## config.mk

```make
export PLATFORM = sky130hd
export DESIGN_NAME = memory_access
export DESIGN_NICKNAME = d
export VERILOG_FILES = /design/src/rtl/memory_access_pkg.sv /design/src/rtl/memory_access_readdata.sv /design/src/rtl/memory_access.sv
export SDC_FILE = /design/constraint.sdc
export NUM_CORES = 1
export LEC_CHECK = 0
export CAP_MARGIN = 15
export CORE_AREA = 2 2 242 244
export CTS_CLUSTER_SIZE = 10
export DETAILED_ROUTE_END_ITERATION = 10
export DIE_AREA = 0 0 244 246
export PLACE_DENSITY = 0.64
export SLEW_MARGIN = 10
export SYNTH_ARGS = -nofsm -noshare
export SYNTH_HDL_FRONTEND = slang
export SYNTH_SLANG_ARGS = --single-unit
```

## constraint.sdc

```tcl
create_clock -name clk -period 2.2 [get_ports clk]
set_input_delay 0.44 -clock clk [delete_from_list [all_inputs] [get_ports clk]]
set_output_delay 0.44 -clock clk [all_outputs]
set_load 0.02 [all_outputs]
```

## src/rtl/memory_access_pkg.sv

```systemverilog
// Shared types for the RV64 memory stage: bus bundles, pipeline bundles, FSM state
// and helpers for access size, strobe mask and alignment.
package memory_access_pkg;

  typedef logic [63:0] word_t;
  typedef logic [63:0] addr_t;

  typedef enum logic [1:0] {MSIZE1, MSIZE2, MSIZE4, MSIZE8} msize_t;

  typedef enum logic [3:0] {
    MEM_LB, MEM_LH, MEM_LW, MEM_LD,
    MEM_LBU, MEM_LHU, MEM_LWU,
    MEM_SB, MEM_SH, MEM_SW, MEM_SD
  } mem_op_t;

  typedef struct packed {
    logic       memread;
    logic       memwrite;
    logic       regwrite;
    logic [4:0] dst;
    mem_op_t    memop;
  } exec_ctl_t;

  typedef struct packed {
    addr_t       pc;
    logic [31:0] instruction;
    word_t       result;
    word_t       memdata;
    exec_ctl_t   ctl;
  } execute_data_t;

  typedef struct packed {
    logic       regwrite;
    logic [4:0] dst;
  } mem_ctl_t;

  typedef struct packed {
    addr_t       pc;
    logic [31:0] instruction;
    word_t       result;
    mem_ctl_t    ctl;
    logic        misalign;
  } memory_data_t;

  typedef struct packed {
    logic       valid;
    addr_t      addr;
    msize_t     size;
    logic [7:0] strobe;
    word_t      data;
  } dbus_req_t;

  typedef struct packed {
    logic  addr_ok;
    logic  data_ok;
    word_t data;
  } dbus_resp_t;

  typedef enum logic [1:0] {ST_IDLE, ST_REQ, ST_WAIT} mem_state_t;

  function automatic msize_t op_size(input mem_op_t op);
    case (op)
      MEM_LB, MEM_LBU, MEM_SB: op_size = MSIZE1;
      MEM_LH, MEM_LHU, MEM_SH: op_size = MSIZE2;
      MEM_LW, MEM_LWU, MEM_SW: op_size = MSIZE4;
      default:                 op_size = MSIZE8;
    endcase
  endfunction

  function automatic logic [7:0] size_mask(input msize_t size);
    case (size)
      MSIZE1:  size_mask = 8'h01;
      MSIZE2:  size_mask = 8'h03;
      MSIZE4:  size_mask = 8'h0f;
      default: size_mask = 8'hff;
    endcase
  endfunction

  function automatic logic is_misaligned(input msize_t size, input logic [2:0] offset);
    case (size)
      MSIZE2:  is_misaligned = offset[0];
      MSIZE4:  is_misaligned = |offset[1:0];
      MSIZE8:  is_misaligned = |offset;
      default: is_misaligned = 1'b0;
    endcase
  endfunction

endpackage

```

## src/rtl/memory_access_readdata.sv

```systemverilog
// Load data extraction: shift bus word down to the byte offset, then sign/zero extend.
// Latency: combinational.
// Backpressure: none.
module memory_access_readdata
  import memory_access_pkg::*;
(
  input  word_t      rdata,
  input  logic [2:0] offset,
  input  mem_op_t    op,
  output word_t      load_data
);

  word_t shifted;

  always_comb begin
    shifted   = rdata >> {offset, 3'b000};
    load_data = shifted;
    case (op)
      MEM_LB:  load_data = {{56{shifted[7]}}, shifted[7:0]};
      MEM_LBU: load_data = {56'h0, shifted[7:0]};
      MEM_LH:  load_data = {{48{shifted[15]}}, shifted[15:0]};
      MEM_LHU: load_data = {48'h0, shifted[15:0]};
      MEM_LW:  load_data = {{32{shifted[31]}}, shifted[31:0]};
      MEM_LWU: load_data = {32'h0, shifted[31:0]};
      default: load_data = shifted;
    endcase
  end

endmodule

```

## src/rtl/memory_access.sv

```systemverilog
// RV64 memory stage: registers execute bundle, runs dbus req/resp for loads/stores.
// Latency: 1 cycle for non-memory ops, 1 cycle + bus cycles for memory ops.
// Backpressure: stall held from aligned memory-op acceptance until the cycle data_ok arrives.
module memory_access
  import memory_access_pkg::*;
(
  input  logic          clk,
  input  logic          reset,
  input  execute_data_t dataE,
  input  logic          valid_in,
  output dbus_req_t     dreq,
  input  dbus_resp_t    dresp,
  output memory_data_t  dataM,
  output logic          valid_out,
  output logic          stall
);

  mem_state_t  state;
  logic        op_load;
  logic        op_regwrite;
  logic [4:0]  op_dst;
  mem_op_t     op_memop;
  addr_t       op_addr;
  addr_t       op_pc;
  logic [31:0] op_instr;

  word_t        load_data;
  memory_data_t comp_data;
  msize_t       in_size;
  logic         in_mem;
  logic         in_bad;
  logic         in_accept;
  logic         done;

  memory_access_readdata u_readdata (
    .rdata     (dresp.data),
    .offset    (op_addr[2:0]),
    .op        (op_memop),
    .load_data (load_data)
  );

  assign in_mem    = valid_in && (dataE.ctl.memread || dataE.ctl.memwrite);
  assign in_size   = op_size(dataE.ctl.memop);
  assign in_bad    = in_mem && is_misaligned(in_size, dataE.result[2:0]);
  assign in_accept = (state == ST_IDLE) && in_mem && !in_bad;
  // data_ok only counts once the address phase has been accepted
  assign done      = ((state == ST_REQ) && dresp.addr_ok && dresp.data_ok) ||
                     ((state == ST_WAIT) && dresp.data_ok);
  assign stall     = reset && (in_accept || ((state != ST_IDLE) && !done));

  always_comb begin
    comp_data              = '0;
    comp_data.pc           = op_pc;
    comp_data.instruction  = op_instr;
    comp_data.result       = op_load ? load_data : op_addr;
    comp_data.ctl.regwrite = op_regwrite;
    comp_data.ctl.dst      = op_dst;
  end

  always_ff @(posedge clk) begin
    if (!reset) begin
      state       <= ST_IDLE;
      dreq        <= '0;
      dataM       <= '0;
      valid_out   <= 1'b0;
      op_load     <= 1'b0;
      op_regwrite <= 1'b0;
      op_dst      <= '0;
      op_memop    <= MEM_LB;
      op_addr     <= '0;
      op_pc       <= '0;
      op_instr    <= '0;
    end else begin
      valid_out <= 1'b0;
      case (state)
        ST_IDLE: begin
          if (in_accept) begin
            op_load     <= dataE.ctl.memread;
            op_regwrite <= dataE.ctl.regwrite;
            op_dst      <= dataE.ctl.dst;
            op_memop    <= dataE.ctl.memop;
            op_addr     <= dataE.result;
            op_pc       <= dataE.pc;
            op_instr    <= dataE.instruction;
            dreq.valid  <= 1'b1;
            dreq.addr   <= dataE.result;
            dreq.size   <= in_size;
            dreq.strobe <= dataE.ctl.memwrite ?
                           (size_mask(in_size) << dataE.result[2:0]) : 8'h00;
            dreq.data   <= dataE.memdata << {dataE.result[2:0], 3'b000};
            state       <= ST_REQ;
          end else if (valid_in) begin
            // pass-through ops and misaligned accesses retire without touching the bus
            dataM.pc           <= dataE.pc;
            dataM.instruction  <= dataE.instruction;
            dataM.result       <= dataE.result;
            dataM.ctl.regwrite <= dataE.ctl.regwrite && !in_bad;
            dataM.ctl.dst      <= dataE.ctl.dst;
            dataM.misalign     <= in_bad;
            valid_out          <= 1'b1;
          end
        end
        ST_REQ: begin
          if (dresp.addr_ok) begin
            dreq.valid <= 1'b0;
            if (dresp.data_ok) begin
              dataM     <= comp_data;
              valid_out <= 1'b1;
              state     <= ST_IDLE;
            end else begin
              state <= ST_WAIT;
            end
          end
        end
        ST_WAIT: begin
          if (dresp.data_ok) begin
            dataM     <= comp_data;
            valid_out <= 1'b1;
            state     <= ST_IDLE;
          end
        end
        default: state <= ST_IDLE;
      endcase
    end
  end

endmodule

```

# After elaboration in Yosys (flattened, before gate mapping)
# Memories as Yosys holds them, arrays and structs flattened.
# Cells that the tools add are included.
[totals]
memories = 1
in_bits = 305
mem_bits_rw = 0
out_inout_bits = 308
reg_bits = 416
latch_bits = 0
word_cells = 91
rom_bits = 32
[mem_list]
columns = ["name", "words", "word_bits", "read_ports", "rd_clocked_by_memory_dff", "write_ports", "line_no", "source"]
rows = [
  ["(no name shown)", 16, 2, 1, 0, 0, "memory_access_pkg.sv:62", "case (op)"],
]
[op_classes]
n_bitwise = 0
add_sub_neg = 0
reduce_logical = 27
n_div = 0
n_mul = 0
mux = 26
n_eq_ne = 15
magnitude_cmp = 0
shift = 3
[op_table]
columns = ["op", "n"]
rows = [
  ["$mux W167", 4],
  ["$pmux W167 S3", 1],
  ["$pmux W64 S6", 1],
  ["$mux W139", 1],
  ["$mux W64", 1],
  ["$shl A64 B6 Y64", 1],
  ["$shr A64 B6 Y64", 1],
  ["$mux W8", 4],
  ["$pmux W8 S3", 1],
  ["$eq A4 B3 Y1 const B", 3],
  ["$logic_and A1 B1 Y1", 10],
  ["$ne A2 B2 Y1 const B", 5],
  ["$mux W2", 4],
  ["$shl A8 B3 Y8", 1],
  ["$eq A2 B2 Y1 const B", 3],
  ["$pmux W1 S3", 2],
  ["$pmux W2 S3", 1],
  ["$reduce_and A3 Y1", 2],
  ["$mux W1", 5],
  ["$eq A2 B1 Y1 const B", 2],
  ["$eq A4 B1 Y1 const B", 1],
  ["$eq A4 B2 Y1 const B", 1],
  ["$logic_not A2 Y1", 2],
  ["$logic_not A4 Y1", 1],
  ["9 further kinds", 13],
]

# Longest topological paths before layout
# An unclocked memory read counts as a cell.
[depth]
ltp_word = 13
ltp_mapped = 10
mapped_depth_nobuf = 7

# Hierarchy
# A second synthesis with hierarchy kept.
[unflattened]
cells_unflattened = 2557
area_unflattened_um2 = 21307.9
[by_module_without_submodules]
columns = ["mod", "instances", "cells_per_inst", "seq_area_each_um2", "area_each_um2"]
rows = [
  ["memory_access", 1, 2284, 8328.0, 19124.6],
  ["memory_access_readdata", 1, 273, 0.0, 2183.3],
]

# Worst setup path after synthesis
# No wires, ideal clock.
[synth_path]
kind = "input port to output port"
startpoint = "input port dataE[76] in the netlist's numbering"
endpoint = "output port stall"
required_ns = 1.760
arrival_time_ns = 2.150
n_path_buf = 4
cell_stages = 10
slack_ns = -0.390
path_cell_list = "buf_2 > nor3_4 > o211ai_1 > o211ai_2 > and2_1 > buf_2 > buf_4 > buf_2 > nor2_1 > nor2_1"
[synth_via]
elab_chain_len = 7
elab_cells_between_ends = 8
classes_between = "mux (1); reduce/logical (7)"
[synth_rtl]
columns = ["element", "line_no", "source"]
rows = [
  ["start: declaration", "memory_access.sv:9", "input execute_data_t dataE,"],
  ["$reduce_or A3 Y1 or $reduce_or A2 Y1 (tied branches)", "memory_access_pkg.sv:83, memory_access_pkg.sv:82", ""],
  ["$pmux W1 S3 *", "memory_access_pkg.sv:80", "case (size)"],
  ["$logic_and A1 B1 Y1 *", "memory_access.sv:44", "assign in_bad = in_mem && is_misaligned(in_size, dataE.result[2:0]);"],
  ["$logic_not A1 Y1 *", "memory_access.sv:45", "assign in_accept = (state == ST_IDLE) && in_mem && !in_bad;"],
  ["$logic_and A1 B1 Y1 *", "memory_access.sv:45", ""],
  ["$logic_or A1 B1 Y1 *", "memory_access.sv:49", "assign stall = reset && (in_accept || ((state != ST_IDLE) && !done));"],
  ["$logic_and A1 B1 Y1 *", "memory_access.sv:49", ""],
  ["end: declaration", "memory_access.sv:15", "output logic stall"],
]
# Mark *: on every way between the ends. The rest lies on a longest branch, timed or not.

# Final worst setup path
[layout_path]
startpoint = "register state[1]"
endpoint = "register dataM[40] in the netlist's numbering"
[layout_via]
elab_chain_len = 5
elab_cells_between_ends = 11
classes_between = "eq/ne (5); mux (1); reduce/logical (5)"
[layout_rtl]
columns = ["element", "line_no", "source"]
rows = [
  ["start: declaration", "memory_access.sv:18", "mem_state_t state;"],
  ["start signal: assignment", "memory_access.sv:62", "state <= ST_IDLE;"],
  ["start signal: assignment", "memory_access.sv:91", "state <= ST_REQ;"],
  ["start signal: assignment", "memory_access.sv:109", "state <= ST_IDLE;"],
  ["$logic_not A2 Y1", "memory_access.sv:45, memory_access.sv:75", ""],
  ["$logic_and A1 B1 Y1 (2 in a row)", "memory_access.sv:45", ""],
  ["$ne A2 B2 Y1 (no line)", "--", ""],
  ["$reduce_and A4 Y1 (no line)", "--", ""],
  ["end signal: assignment", "memory_access.sv:107", "dataM <= comp_data;"],
  ["end signal: assignment", "memory_access.sv:117", "dataM <= comp_data;"],
  ["end: declaration", "memory_access.sv:13", "output memory_data_t dataM,"],
]
# Several ways; a longest one is shown, not always the timed one.
# A chain may end at the register's enable or synchronous reset.

==> qor.json <==
{
  "start_util": 0.3563,
  "grt_pass1_wl_um": 126300,
  "synthMuxAreaShare": 0.1565,
  "layout_setup_ws_ps": -79.42,
  "core_area_mm2": 0.05737,
  "worstSetupStartpointType": "flip-flop",
  "cts.reportedPaths.clkPinSlew_ps": 60,
  "floorplan.die.width_um": 244,
  "powerDensity_mw_per_mm2": 741.1,
  "synth-xor-area-share": 0,
  "synth_top_area_frac": 0.4074,
  "placementRows": 88,
  "final_nets": 3517,
  "die_height_um": 246,
  "port_buffers": 612,
  "worst_case_reg_to_reg_path_depth": 11,
  "gp_congestion": 0.9761,
  "hp-class": "primary input to flip-flop",
  "finalCritPeriodShare": 1.036,
  "setup_viol_count_final": 41,
  "leakage_nw": 11.31,
  "grt.total_usage": 0.2704,
  "timing_max_transition_violations_final": 0,
  "postSynth.topFlopCell": "dfxtp_1",
  "design.portCount": 613,
  "grt.overflow.total": 0,
  "area_delta_synth_final_pct": 52.29,
  "crit_type": "flip-flop to flip-flop",
  "ys_top_cells_by_area": "dfxtp_1 (41%), mux2i_1 (10%), nand2_1 (9.4%)",
  "tritoncts": "yes",
  "largest_net_degree_at_the_start_of_global_routing": 137,
  "yosysTopAreaCell": "dfxtp_1",
  "reg2reg_to": "dataM[40]",
  "post_synth_inst_count": 2510,
  "crit_path_max_fanout": 8,
  "endpoint_kind": "flip-flop",
  "async_flop_share": 0,
  "routed_wirelength_um": 87920,
  "die_area_mm2": 0.06002,
  "clock_insertion_delay_worst_skew_ps": 600,
  "cts_buffers": 49,
  "violated_checks": "setup timing",
  "post_route_cells_drive_above_1_share": 0.1480,
  "final_design_area_no_fill_mm2": 0.03113,
  "cp_data_required_time_ps": 2700,
  "synth_top_family_by_area": "compound AO/OA/AOI/OAI gates",
  "synth-compound-area-share": 0.2038,
  "relSlewSlack": 0.4612,
  "detail_route.first_pass.iterations": 6,
  "wl_per_cell_um": 21.97,
  "ctsRootBufferMaster": "clkbuf_16",
  "yosysSeqAreaShare": 0.4074,
  "status": "complete, but fails checks",
  "post-route-drc-count": 0,
  "mapped_avg_cell_area_um2": 8.144,
  "ir_worst_vdd_uv": 558.0,
  "ff_to_ff_start": "state[1]",
  "hold_path_depth": 3,
  "htree_levels": 2,
  "synthesis.nets": 2819,
  "final_antenna_net_count": 0,
  "cell_area_after_placement_mm2": 0.02882,
  "finClkSkew_ps": 9.648,
  "synthAdderAreaFrac": 0.002448,
  "min_delay_worst_endpoint": "op_addr[39]",
  "synth.ff_latch_count": 416,
  "yosys.area_share.simple": 0.1749,
  "worst_ep_arrival_time_ps": 2780,
  "detail_route.iter0.violations": 1485,
  "grt_pass1_vias": 20810,
  "number_of_fill_cells_in_the_layout": 5136,
  "antenna_found_initial": 18,
  "clock_tree.buffer_depth": 3,
  "timing.hold.worst.start": "reset",
  "dpl.hpwl_um": 63230,
  "rsz_0062_raised_after_global_routing": "true",
  "hold_violations": 0,
  "post_route_minimum_period_ps": 2279,
  "cts-hold-fix-buffers": 0,
  "ys_types": 56,
  "detailedPlace.worstSlack_ps": -744.5,
  "synth-edff-count": 0,
  "syn_area_mm2": 0.02044,
  "synth.yosys.warnings": 0,
  "dp.cells": 3892,
  "cts.sink_count": 416,
  "rrSetupSlack_ps": -80,
  "routed_vias": 21850,
  "worst_pin_slew_ps": 808.2,
  "stdcell_count": 4001,
  "via_per_inst": 5.461,
  "f_max_ghz": 0.4387,
  "drv_cap": 0,
  "total_power_mw": 23.07
}
## critical path, cell delays in order, from the launching register on
cell,delay [ps]
dfxtp_4,360
buf_4,130
buf_4,130
ha_2,180
a21oi_1,160
o211ai_1,170
a21oi_4,220
buf_12,190
buf_12,130
nand2_1,70
buf_4,190
o32ai_1,250
## synthesized netlist by cell type (all sizes together) (2+ instances only)
cell	number
and2	9
a21boi	4
nand2b	4
a41oi	7
a211o	9
o22ai	35
o221ai	9
nor2b	18
o211ai	30
and3	4
buf	105
clkbuf	124
mux2i	207
or2	4
o21ai	101
a21oi	291
a41o	11
a211oi	122
nand3	29
o22a	2
clkinv	3
mux2	28
ha	4
o32ai	6
nor3	23
inv	20
a22oi	10
nand3b	2
a311oi	8
mux4	36
or3	15
nand2	511
nor2	264
a31oi	29
dfxtp	416
## per-stage QoR
| stage | TNS, ps | utilization | hold slack (ps) |
|---|---|---|---|
| detailed placement | -229420 | 0.5023 | 443.7 |
| global route | -6482 | 0.5427 | 212.4 |
| floorplan | -97.33 | - | 436.0 |
| CTS | -250.2 | 0.5279 | 199.2 |
| finish | -600.3 | 0.5427 | 220.0 |
| global placement | -212030 | 0.5023 | 438.8 |
## area by class of cell
cell class	count	area, um2	area share
Multi-Input combinational cell	1843	11370	0.3652
Timing Repair Buffer	875	8939	0.2871
Sequential cell	416	8348	0.2682
Clock buffer	59	1304	0.04188
Tap cell	765	957.2	0.03075
Inverter	23	98.84	0.003175
Clock inverter	6	81.33	0.002613
Antenna cell	14	35.03	0.001125
## sequential cells by signal, indices dropped and copies added (netlist names)
register	flops
op_memop	4
op_instr	32
dataM	167
op_dst	5
op_load	1
op_regwrite	1
op_pc	64
valid_out	1
state	2
op_addr	64
dreq	75
## logic make-up after synthesis
family,Yosys count
and+or+nand+nor,886
AOI/OAI and AO/OA,681
DFF,416
muxes,271
buffers and inverters,252
adders and majority gates,4
## worst max path at each step
stage	start	endpoint	slack (ps)
floorplan	dataE[77]	stall	-100
global placement	dataE[0]	stall	-770
detailed placement	dataE[0]	stall	-740
CTS	dataE[2]	stall	-210
global route	state[1]	dataM[40]	-160
finish	state[1]	dataM[40]	-80
## placed cells by master, fill, tap and decap left out, types with 60 or more instances in the layout
cell and n:
a211oi_1 88, o21ai_0 85, mux2i_1 206, a21oi_1 287, nand2_1 507, buf_4 190, clkdlybuf4s50_1 600, dfxtp_1 410
nor2_1 260, clkbuf_16 60
## routing by layer
layer / track usage / up-vias / routed length (um) / share of wire
met5: 0 / - / 35 / 0.00040
met4: 0.1293 / 6 / 4029 / 0.046
met3: 0.06667 / 197 / 6911 / 0.079
met2: 0.4464 / 925 / 41520 / 0.47
met1: 0.3304 / 10490 / 35420 / 0.40
li1: - / 10230 / - / -
## power by group
part,switching [mW],internal (mW),leakage [nW],total (mW)
Clock,3.20,4.24,0.680,7.44
Combinational,3.68,3.32,7.22,7.00
Sequential,0.418,8.22,3.41,8.64
Total,7.30,15.8,11.3,23.1
## repair_timing
item	4_1_cts	5_1_grt
endpoints found under the setup margin	38	165
pin swaps	3	34
cloned	1	13
buffers inserted	1	16
gates resized for setup	30	104
Power figures use the tool's default switching activity.
